**config.mk**
```make
export PLATFORM = sky130hd
export DESIGN_NAME = dmem_wb_responder_flat
export DESIGN_NICKNAME = d
export VERILOG_FILES = /design/src/rtl/dmem_wb_if.sv /design/src/rtl/dmem_wb_responder.sv /design/src/flat_wrapper.sv
export SDC_FILE = /design/constraint.sdc
export NUM_CORES = 2
export LEC_CHECK = 0
export CAP_MARGIN = 20
export CORE_UTILIZATION = 30
export DETAILED_ROUTE_END_ITERATION = 8
export PLACE_DENSITY = 0.5
export REMOVE_ABC_BUFFERS = 1
export SKIP_CTS_REPAIR_TIMING = 1
export SLEW_MARGIN = 20
export SYNTH_ARGS = -nofsm -noshare
export SYNTH_HDL_FRONTEND = slang
export SYNTH_MEMORY_MAX_BITS = 65536
export SYNTH_SLANG_ARGS = --single-unit
export TNS_END_PERCENT = 50
```
**constraint.sdc**
```tcl
create_clock -name clk -period 3.9 [get_ports clk]
set_clock_uncertainty 0.1 [all_clocks]
set_input_delay 0.78 -clock clk [delete_from_list [all_inputs] [get_ports clk]]
set_output_delay 0.78 -clock clk [all_outputs]
set_load 0.02 [all_outputs]
```
**src/rtl/dmem_wb_if.sv**
```systemverilog
// Request/response bundle for dmem_wb_responder.
// The requester uses the master modport and the memory block uses the slave modport.
interface dmem_wb_if #(
  parameter int unsigned AW = 7
) ();
  logic          CEN;
  logic          WEN;
  logic          OEN;
  logic [AW-1:0] A;
  logic [31:0]   D;
  logic          flush;
  logic [31:0]   Q;
  logic          q_valid;
  logic          busy;
  logic          drop_err;

  modport master (
    output CEN, WEN, OEN, A, D, flush,
    input  Q, q_valid, busy, drop_err
  );

  modport slave (
    input  CEN, WEN, OEN, A, D, flush,
    output Q, q_valid, busy, drop_err
  );
endinterface

```
**src/rtl/dmem_wb_responder.sv**
```systemverilog
// Single-port word memory fronted by a circular write buffer that drains in the background or on flush.
// Optional macro DMEM_WB_FWD_EN: reads forward the newest buffered write instead of stalling until the buffer is empty.
module dmem_wb_responder #(
  parameter int unsigned WB_DEPTH = 4,
  parameter int unsigned AW       = 7
) (
  input logic      clk,
  input logic      rst,
  dmem_wb_if.slave bus
);

  localparam int unsigned DW    = 32;
  localparam int unsigned PW    = $clog2(WB_DEPTH);
  localparam int unsigned CW    = $clog2(WB_DEPTH + 1);
  localparam int unsigned WORDS = 1 << AW;

  typedef struct packed {
    logic [AW-1:0] addr;
    logic [DW-1:0] data;
  } wb_entry_t;

  typedef enum logic {
    IDLE  = 1'b0,
    FLUSH = 1'b1
  } state_t;

  state_t          state_q;
  state_t          state_d;
  logic [PW-1:0]   wr_ptr_q;
  logic [PW-1:0]   rd_ptr_q;
  logic [CW-1:0]   count_q;
  logic [CW-1:0]   count_d;
  logic [DW-1:0]   q_reg;
  logic            q_valid_q;
  logic            drop_err_q;

  wb_entry_t       wb_mem [WB_DEPTH];
  logic [DW-1:0]   mem    [WORDS];

  logic            busy_c;
  logic            wr_acc;
  logic            rd_acc;
  logic            rd_miss;
  logic            push;
  logic            pop;
  logic            hit;
  logic [DW-1:0]   rd_data;

`ifdef DMEM_WB_FWD_EN
  logic [DW-1:0]   hit_data;

  // Scan oldest to newest so the newest matching entry wins.
  always_comb begin
    hit      = 1'b0;
    hit_data = '0;
    for (int unsigned k = 0; k < WB_DEPTH; k++) begin
      if ((CW'(k) < count_q) && (wb_mem[PW'(rd_ptr_q + PW'(k))].addr == bus.A)) begin
        hit      = 1'b1;
        hit_data = wb_mem[PW'(rd_ptr_q + PW'(k))].data;
      end
    end
  end

  assign rd_data = hit ? hit_data : mem[bus.A];
`else
  assign hit     = 1'b0;
  assign rd_data = mem[bus.A];
`endif

  // State register.
  always_ff @(posedge clk or posedge rst) begin
    if (rst) begin
      state_q <= IDLE;
    end else begin
      state_q <= state_d;
    end
  end

  // Next state: leave IDLE only if entries remain after this cycle's pop.
  always_comb begin
    state_d = state_q;
    case (state_q)
      IDLE:    if (bus.flush && (count_q != '0) && (count_d != '0)) state_d = FLUSH;
      FLUSH:   if (count_d == '0) state_d = IDLE;
      default: state_d = IDLE;
    endcase
  end

  // Outputs: acceptance, array-port arbitration and occupancy update.
  always_comb begin
    busy_c = (count_q == CW'(WB_DEPTH)) || (state_q == FLUSH);
`ifndef DMEM_WB_FWD_EN
    busy_c = busy_c || (!bus.CEN && bus.WEN && (count_q != '0));
`endif
    wr_acc  = !bus.CEN && !bus.WEN && !busy_c;
    rd_acc  = !bus.CEN &&  bus.WEN && !busy_c;
    rd_miss = rd_acc && !hit;
    push    = wr_acc;
    // A read miss owns the array port; a write cycle does not retire an entry.
    pop     = (count_q != '0) && !rd_miss && !wr_acc;
    count_d = count_q;
    if (push && !pop) begin
      count_d = CW'(count_q + 1'b1);
    end else if (pop && !push) begin
      count_d = CW'(count_q - 1'b1);
    end
  end

  // Pointers, occupancy and registered read response.
  always_ff @(posedge clk or posedge rst) begin
    if (rst) begin
      wr_ptr_q   <= '0;
      rd_ptr_q   <= '0;
      count_q    <= '0;
      q_reg      <= '0;
      q_valid_q  <= 1'b0;
      drop_err_q <= 1'b0;
    end else begin
      if (push) wr_ptr_q <= PW'(wr_ptr_q + 1'b1);
      if (pop)  rd_ptr_q <= PW'(rd_ptr_q + 1'b1);
      count_q   <= count_d;
      q_valid_q <= rd_acc;
      if (rd_acc) q_reg <= rd_data;
      if (!bus.CEN && !bus.WEN && busy_c) drop_err_q <= 1'b1;
    end
  end

  // Storage arrays carry no reset; buffered entries are invalidated via the pointers.
  always_ff @(posedge clk) begin
    if (push) begin
      wb_mem[wr_ptr_q] <= '{addr: bus.A, data: bus.D};
    end
    if (pop) begin
      mem[wb_mem[rd_ptr_q].addr] <= wb_mem[rd_ptr_q].data;
    end
  end

  assign bus.Q        = bus.OEN ? '0 : q_reg;
  assign bus.q_valid  = q_valid_q;
  assign bus.busy     = busy_c;
  assign bus.drop_err = drop_err_q;

endmodule

```
**src/flat_wrapper.sv**
```systemverilog
// flat-port wrapper written by rule: the top's interface ports become plain ports
module dmem_wb_responder_flat 
#(
  parameter int unsigned WB_DEPTH = 4,
  parameter int unsigned AW       = 7
)
  (clk, rst, bus_CEN, bus_WEN, bus_OEN, bus_A, bus_D, bus_flush, bus_Q, bus_q_valid, bus_busy, bus_drop_err);
  dmem_wb_if #(.AW(AW)) bus_i ();
  input logic clk;
  input logic rst;
  input wire logic [$bits(bus_i.CEN)-1:0] bus_CEN;
  input wire logic [$bits(bus_i.WEN)-1:0] bus_WEN;
  input wire logic [$bits(bus_i.OEN)-1:0] bus_OEN;
  input wire logic [$bits(bus_i.A)-1:0] bus_A;
  input wire logic [$bits(bus_i.D)-1:0] bus_D;
  input wire logic [$bits(bus_i.flush)-1:0] bus_flush;
  output wire logic [$bits(bus_i.Q)-1:0] bus_Q;
  output wire logic [$bits(bus_i.q_valid)-1:0] bus_q_valid;
  output wire logic [$bits(bus_i.busy)-1:0] bus_busy;
  output wire logic [$bits(bus_i.drop_err)-1:0] bus_drop_err;
  assign bus_i.CEN = bus_CEN;
  assign bus_i.WEN = bus_WEN;
  assign bus_i.OEN = bus_OEN;
  assign bus_i.A = bus_A;
  assign bus_i.D = bus_D;
  assign bus_i.flush = bus_flush;
  assign bus_Q = bus_i.Q;
  assign bus_q_valid = bus_i.q_valid;
  assign bus_busy = bus_i.busy;
  assign bus_drop_err = bus_i.drop_err;
  dmem_wb_responder #(.WB_DEPTH(WB_DEPTH), .AW(AW)) u_core (.clk(clk), .rst(rst), .bus(bus_i));
endmodule
```
# == Word level (Yosys, flattened, before mapping) ==
# Memories as Yosys holds them, arrays and structs flattened. A register that Yosys moved wholly into a read port is not among the register bits.
# Cells that the tools add are included.
# classes
n_addsub,4
n_eq_ne,1
muxes,10
n_bitwise,1
n_reduce_logical,23
# ops
op,n
2-to-1 mux 32 bit,1
logical AND 1 bit,12
logical NOT 1 bit,6
2-to-1 mux 1 bit,6
2-to-1 mux 3 bit,2
nonzero test 3 bit,2
adder 2 x 1 -> 2 bit (second input constant),2
adder 3 x 1 -> 3 bit (second input constant),1
== test 3 bit (second input constant),1
logical NOT 3 bit,1
subtractor 3 x 1 -> 3 bit (second input constant),1
logical OR 1 bit,2
case mux 1 bit (2 select lines),1
inverter 1 bit,1
# word_totals
regBits,10
mem_bits_rw,4252
out_inout_bits,35
word_cells,47
memories,2
# memory_table
name,words,width,read_ports,rd_ports_with_merged_regs,write_ports,line,rtl
u_core.mem,128,32,1,1,1,dmem_wb_responder.sv:38,logic [DW-1:0] mem [WORDS];
u_core.wb_mem,4,39,1,0,1,dmem_wb_responder.sv:37,wb_entry_t wb_mem [WB_DEPTH];

# == Longest topological paths before layout ==
# logic_depth
ltp_word,16
mapped_depth,12

# == Worst setup path before layout ==
# Ideal clock, no wire load.
# synth_timing
kind,reg-to-reg
startpoint,register u_core.rd_ptr_q[0]
endpoint,"memory u_core.mem[81][0], enable pin"
setup_time_ns,0.421
t_arrival_ns,3.084
required_time_ns,3.379
slack_ns,0.295
stages_incl_launch_ff,7
path_buffers,2
period_less_slack_ns,3.605
cell_sequence,dfrtp_1 -> buf_2 -> buf_2 -> mux4_2 -> nor2b_1 -> nand2_1 -> nor2_1
# synth_via
elab_chain_cells,1
# synth_rtl
element,line,rtl
start: declaration,dmem_wb_responder.sv:30,logic [PW-1:0] rd_ptr_q;
start signal: assignment,dmem_wb_responder.sv:120,if (pop) rd_ptr_q <= PW'(rd_ptr_q + 1'b1);
memory read (4 x 39 bit),--,
end: declaration,dmem_wb_responder.sv:38,
# Every way passes these cells.

# == Final worst setup path ==
# layout_timing
startpoint,register u_core.count_q[0]
endpoint,"register u_core.q_reg[15], read port of u_core.mem"
# layout_via
elab_chain_cells,5
word_cells_on_any_way,7
cone_classes,eq/ne (1); reduce/logical (6)
# layout_rtl
element,line,rtl
start: declaration,dmem_wb_responder.sv:31,logic [CW-1:0] count_q;
start signal: assignment,dmem_wb_responder.sv:121,count_q <= count_d;
== test 3 bit or nonzero test 3 bit (tied branches),"dmem_wb_responder.sv:91, dmem_wb_responder.sv:93",
logical OR 1 bit or logical AND 1 bit (tied branches),"dmem_wb_responder.sv:91, dmem_wb_responder.sv:93",
logical OR 1 bit *,dmem_wb_responder.sv:93,busy_c = busy_c || (!bus.CEN && bus.WEN && (count_q != '0));
logical NOT 1 bit *,dmem_wb_responder.sv:96,rd_acc = !bus.CEN && bus.WEN && !busy_c;
logical AND 1 bit *,dmem_wb_responder.sv:96,
end: declaration,dmem_wb_responder.sv:33,logic [DW-1:0] q_reg;
# Every way passes the cells marked *; elsewhere a longest branch is shown, timed or not.
# A chain may end at the register's enable or synchronous reset.

==> flow_summary.yaml <==
pwr:
  power.share.clock_pct: 34.2
  p_total_mw: 125
  switchingPower_mw: 35.2
  p_sw_share_pct: 28.3
  intPower_mw: 89.4
  p_per_area_nw_per_um2: 626
  leakage_nw: 64.4
  comb_power_share_pct: 17.0
  peakVddDrop_v: 0.000846
  seqPwrFrac_pct: 48.8
clock_tree:
  h-tree-depth: 5
  cts_tree: "done"
  cts-root-buf: "clkbuf_16"
  clkTransAtPathRegs_ns: 0.06
  cts_made_buffers: 436
  worstSkewPairLatency_ns: 1.05
  cts_sinks: 4294
  clockBufferDepth: 4
routing:
  via_per_inst: 5.12
  drc: 0
  postRouteAntennaNets: 0
  drtPass1Iterations: 8
  wl_per_cell_um: 30.2
  routed_wl_um: 504000
  via_count: 85400
  drtIter0Drc: 9604
logic_synthesis:
  yosysMostFrequentCell: "edfxtp_1"
  yosysWarningCount: 0
  synthFlopType: "edfxtp_1"
  yosysSeqAreaShare_pct: 77.6
  ys_ff_latch: 4294
  yosysTopAreaCell: "edfxtp_1"
  synth_cell_types: 49
  synth_commonest_cells: "4252 x edfxtp_1, 983 x mux2i_1, 621 x mux4_2"
  syn_area_per_cell_um2: 20.5
  syn_area_um2: 166000
  synth-edff-count: 4252
  synth-async-reset-ratio_pct: 0.978
  synth_top_area_share_pct: 77.0
  syn_inst: 8101
  ys_top_cells_by_area: "edfxtp_1 77%, mux4_2 8.4%, mux2i_1 5.9%"
sta:
  final-hold-violation-count: 0
  whs_ns: 0.0348
  slew_headroom_pct: 18.7
  final-max-slew-violation-count: 0
  min_period_over_period_pct: 100
  max_freq_ghz: 0.256
  fin_crit_ns: 3.91
  fin_ws_ns: -0.0135
  rsz0062_at_grt: "false"
  tightest_slew_ns: 1.21
  fin_tns_setup_ns: -0.0135
  setup_violations: 1
layout:
  area_growth_pct: 20.1
  fin_util_pct: 36.2
  drive_above_1_share_pct: 25.3
  fill_cells: 50100
  final_cells: 16700
  design_area_um2: 199000
  largest_reg_flops: 4096
  fin_nets: 9072
critical_path:
  path_cells: "inv_1 > ha_1 > nor2b_2 > nand3_4 > inv_1 > nand2_1 > buf_6 > nor3_4 > o211ai_1 > o311ai_1"
  required_ns: 4.73
  cp-end-kind: "flip-flop"
  critical_path.max_stage_delay_ns: 0.58
  critPathTopFamily: "simple AND/OR/NAND/NOR gates"
  start_kind: "flip-flop"
  critPathMaxFanout: 32
  path_class: "reg2reg"
  slowest_stage: "o211ai_1"
  path_buf_inv: 3
  crit_arrival_ns: 4.74
  crit_path_frequent_cell: "inv_1"
job:
  max-cap-violations: 0
hold_path:
  worstHoldPathType: "in2async"
floorplanning:
  die_area_um2: 556000
  std_cell_rows: 272
  die_w_um: 745
  initial_core_util_pct: 30.2
  die_h_um: 745
  coreArea_um2: 550000
  ios: 80
status:
  violations: "setup timing"
  status: "finished, violations left"
placed_design:
  port_buffers: 79
  pre_cts_ws_ns: -1.02
  dp_cells: 15800
  placed_cell_area_um2: 184000
  gp_congestion: 0.843
  dp_hpwl_um: 306000
global_routing:
  grt_pass1_vias: 85600
  grt_antenna_before_repair: 50
  grt_pass1_wl_um: 697000
  grt_max_degree: 129
  gr-usage-all-layers_pct: 17.6
  overflow: 0
power groups by stage:
| stage | logic, mW | registers [mW] | clock network, mW |
|---|---|---|---|
| final | 21.2 | 60.8 | 42.6 |
| after global placement | 20.7 | 61.6 | 0 |
| after floorplan | 7.36 | 61.8 | 0 |
| after detailed placement | 21.5 | 61.7 | 0 |
| after CTS | 21.5 | 60.7 | 43.4 |
| after global routing | 22.1 | 60.8 | 45.1 |
worst reg2reg max path, cell delays in order, from the launching register on:
cell      delay [ns]
dfrtp_1         0.42
inv_1           0.11
ha_1            0.27
nor2b_2         0.29
nand3_4         0.25
inv_1           0.22
nand2_1         0.31
buf_6           0.35
nor3_4          0.63
o211ai_1        0.60
o311ai_1        0.26
cells by family after synthesis:
group                    after synthesis  share of synthesized area (%)
flip-flops                          4294                           77.6
multiplexers                        1626                           14.6
AO/OA/AOI/OAI                        910                           3.81
AND/OR/NAND/NOR                      780                           2.09
buffers and inverters                480                           1.80
adder cells (fa/ha/maj)                7                         0.0528
XOR/XNOR                               4                         0.0211
layer usage:
metal | wire, um | global-route usage (%) | share of wire [%]
met1 | 215000 | 24.5 | 43
met2 | 236000 | 28.2 | 47
met3 | 38100 | 3.47 | 7.6
met4 | 14900 | 4.79 | 3.0
met5 | 53 | 0 | 0.011
cell usage in the layout (no fill, tap or decap), types with 17 or more instances in the layout:
cell,count
clkbuf_1,86
nor2_4,131
a211oi_1,86
a22oi_1,146
buf_12,289
o211ai_1,55
nor3_1,105
buf_4,576
nor3_2,42
clkinvlp_4,18
a31oi_1,45
nand3_1,19
o221ai_1,58
diode_2,30
edfxtp_1,4252
dfrtp_1,40
nor2b_1,63
mux2i_1,983
clkinv_1,100
and2_1,32
clkinv_2,75
mux4_2,589
o21ai_0,75
a21oi_1,93
a221o_1,32
clkinv_16,17
nand2_1,236
o22ai_1,217
mux4_4,32
clkbuf_16,438
o41ai_1,32
nor2_1,104
bufinv_16,57
clkdlybuf4s50_1,69
path summary, 6_finish.rpt:
| kind | start | endpoint | slack [ns] | depth (start not counted) |
|---|---|---|---|---|
| max | u_core.count_q[0]$_DFF_PP0_ | u_core.q_reg[15]$_DFFE_PP0P_ | -0.01 | 10 |
| min | rst | u_core.count_q[0]$_DFF_PP0_ | 0.03 | 3 |
| max reg2reg | u_core.count_q[0]$_DFF_PP0_ | u_core.q_reg[15]$_DFFE_PP0P_ | -0.01 | 10 |
| min reg2reg | u_core.bus.drop_err$_DFFE_PP0P_ | u_core.bus.drop_err$_DFFE_PP0P_ | 0.41 | 2 |
| max in group asynchronous | rst | u_core.q_reg[3]$_DFFE_PP0P_ | 3.25 | 3 |
| min in group clk | bus_D[20] | u_core.wb_mem[1][20]$_DFFE_PP_ | 0.27 | 1 |
layout make-up:
type                    count  area [um^2]  area share, %
flip-flops and latches   4294       129000           64.6
clock buffers             524        11300           5.67
repair buffers            952        11000           5.55
well taps                7261         9080           4.56
clock inverters           280         3280           1.65
inverters                   9         38.8         0.0195
diodes                     30         75.1         0.0377
multi-input cells        3327        35600           17.9
(Power assumes the default switching activity.)
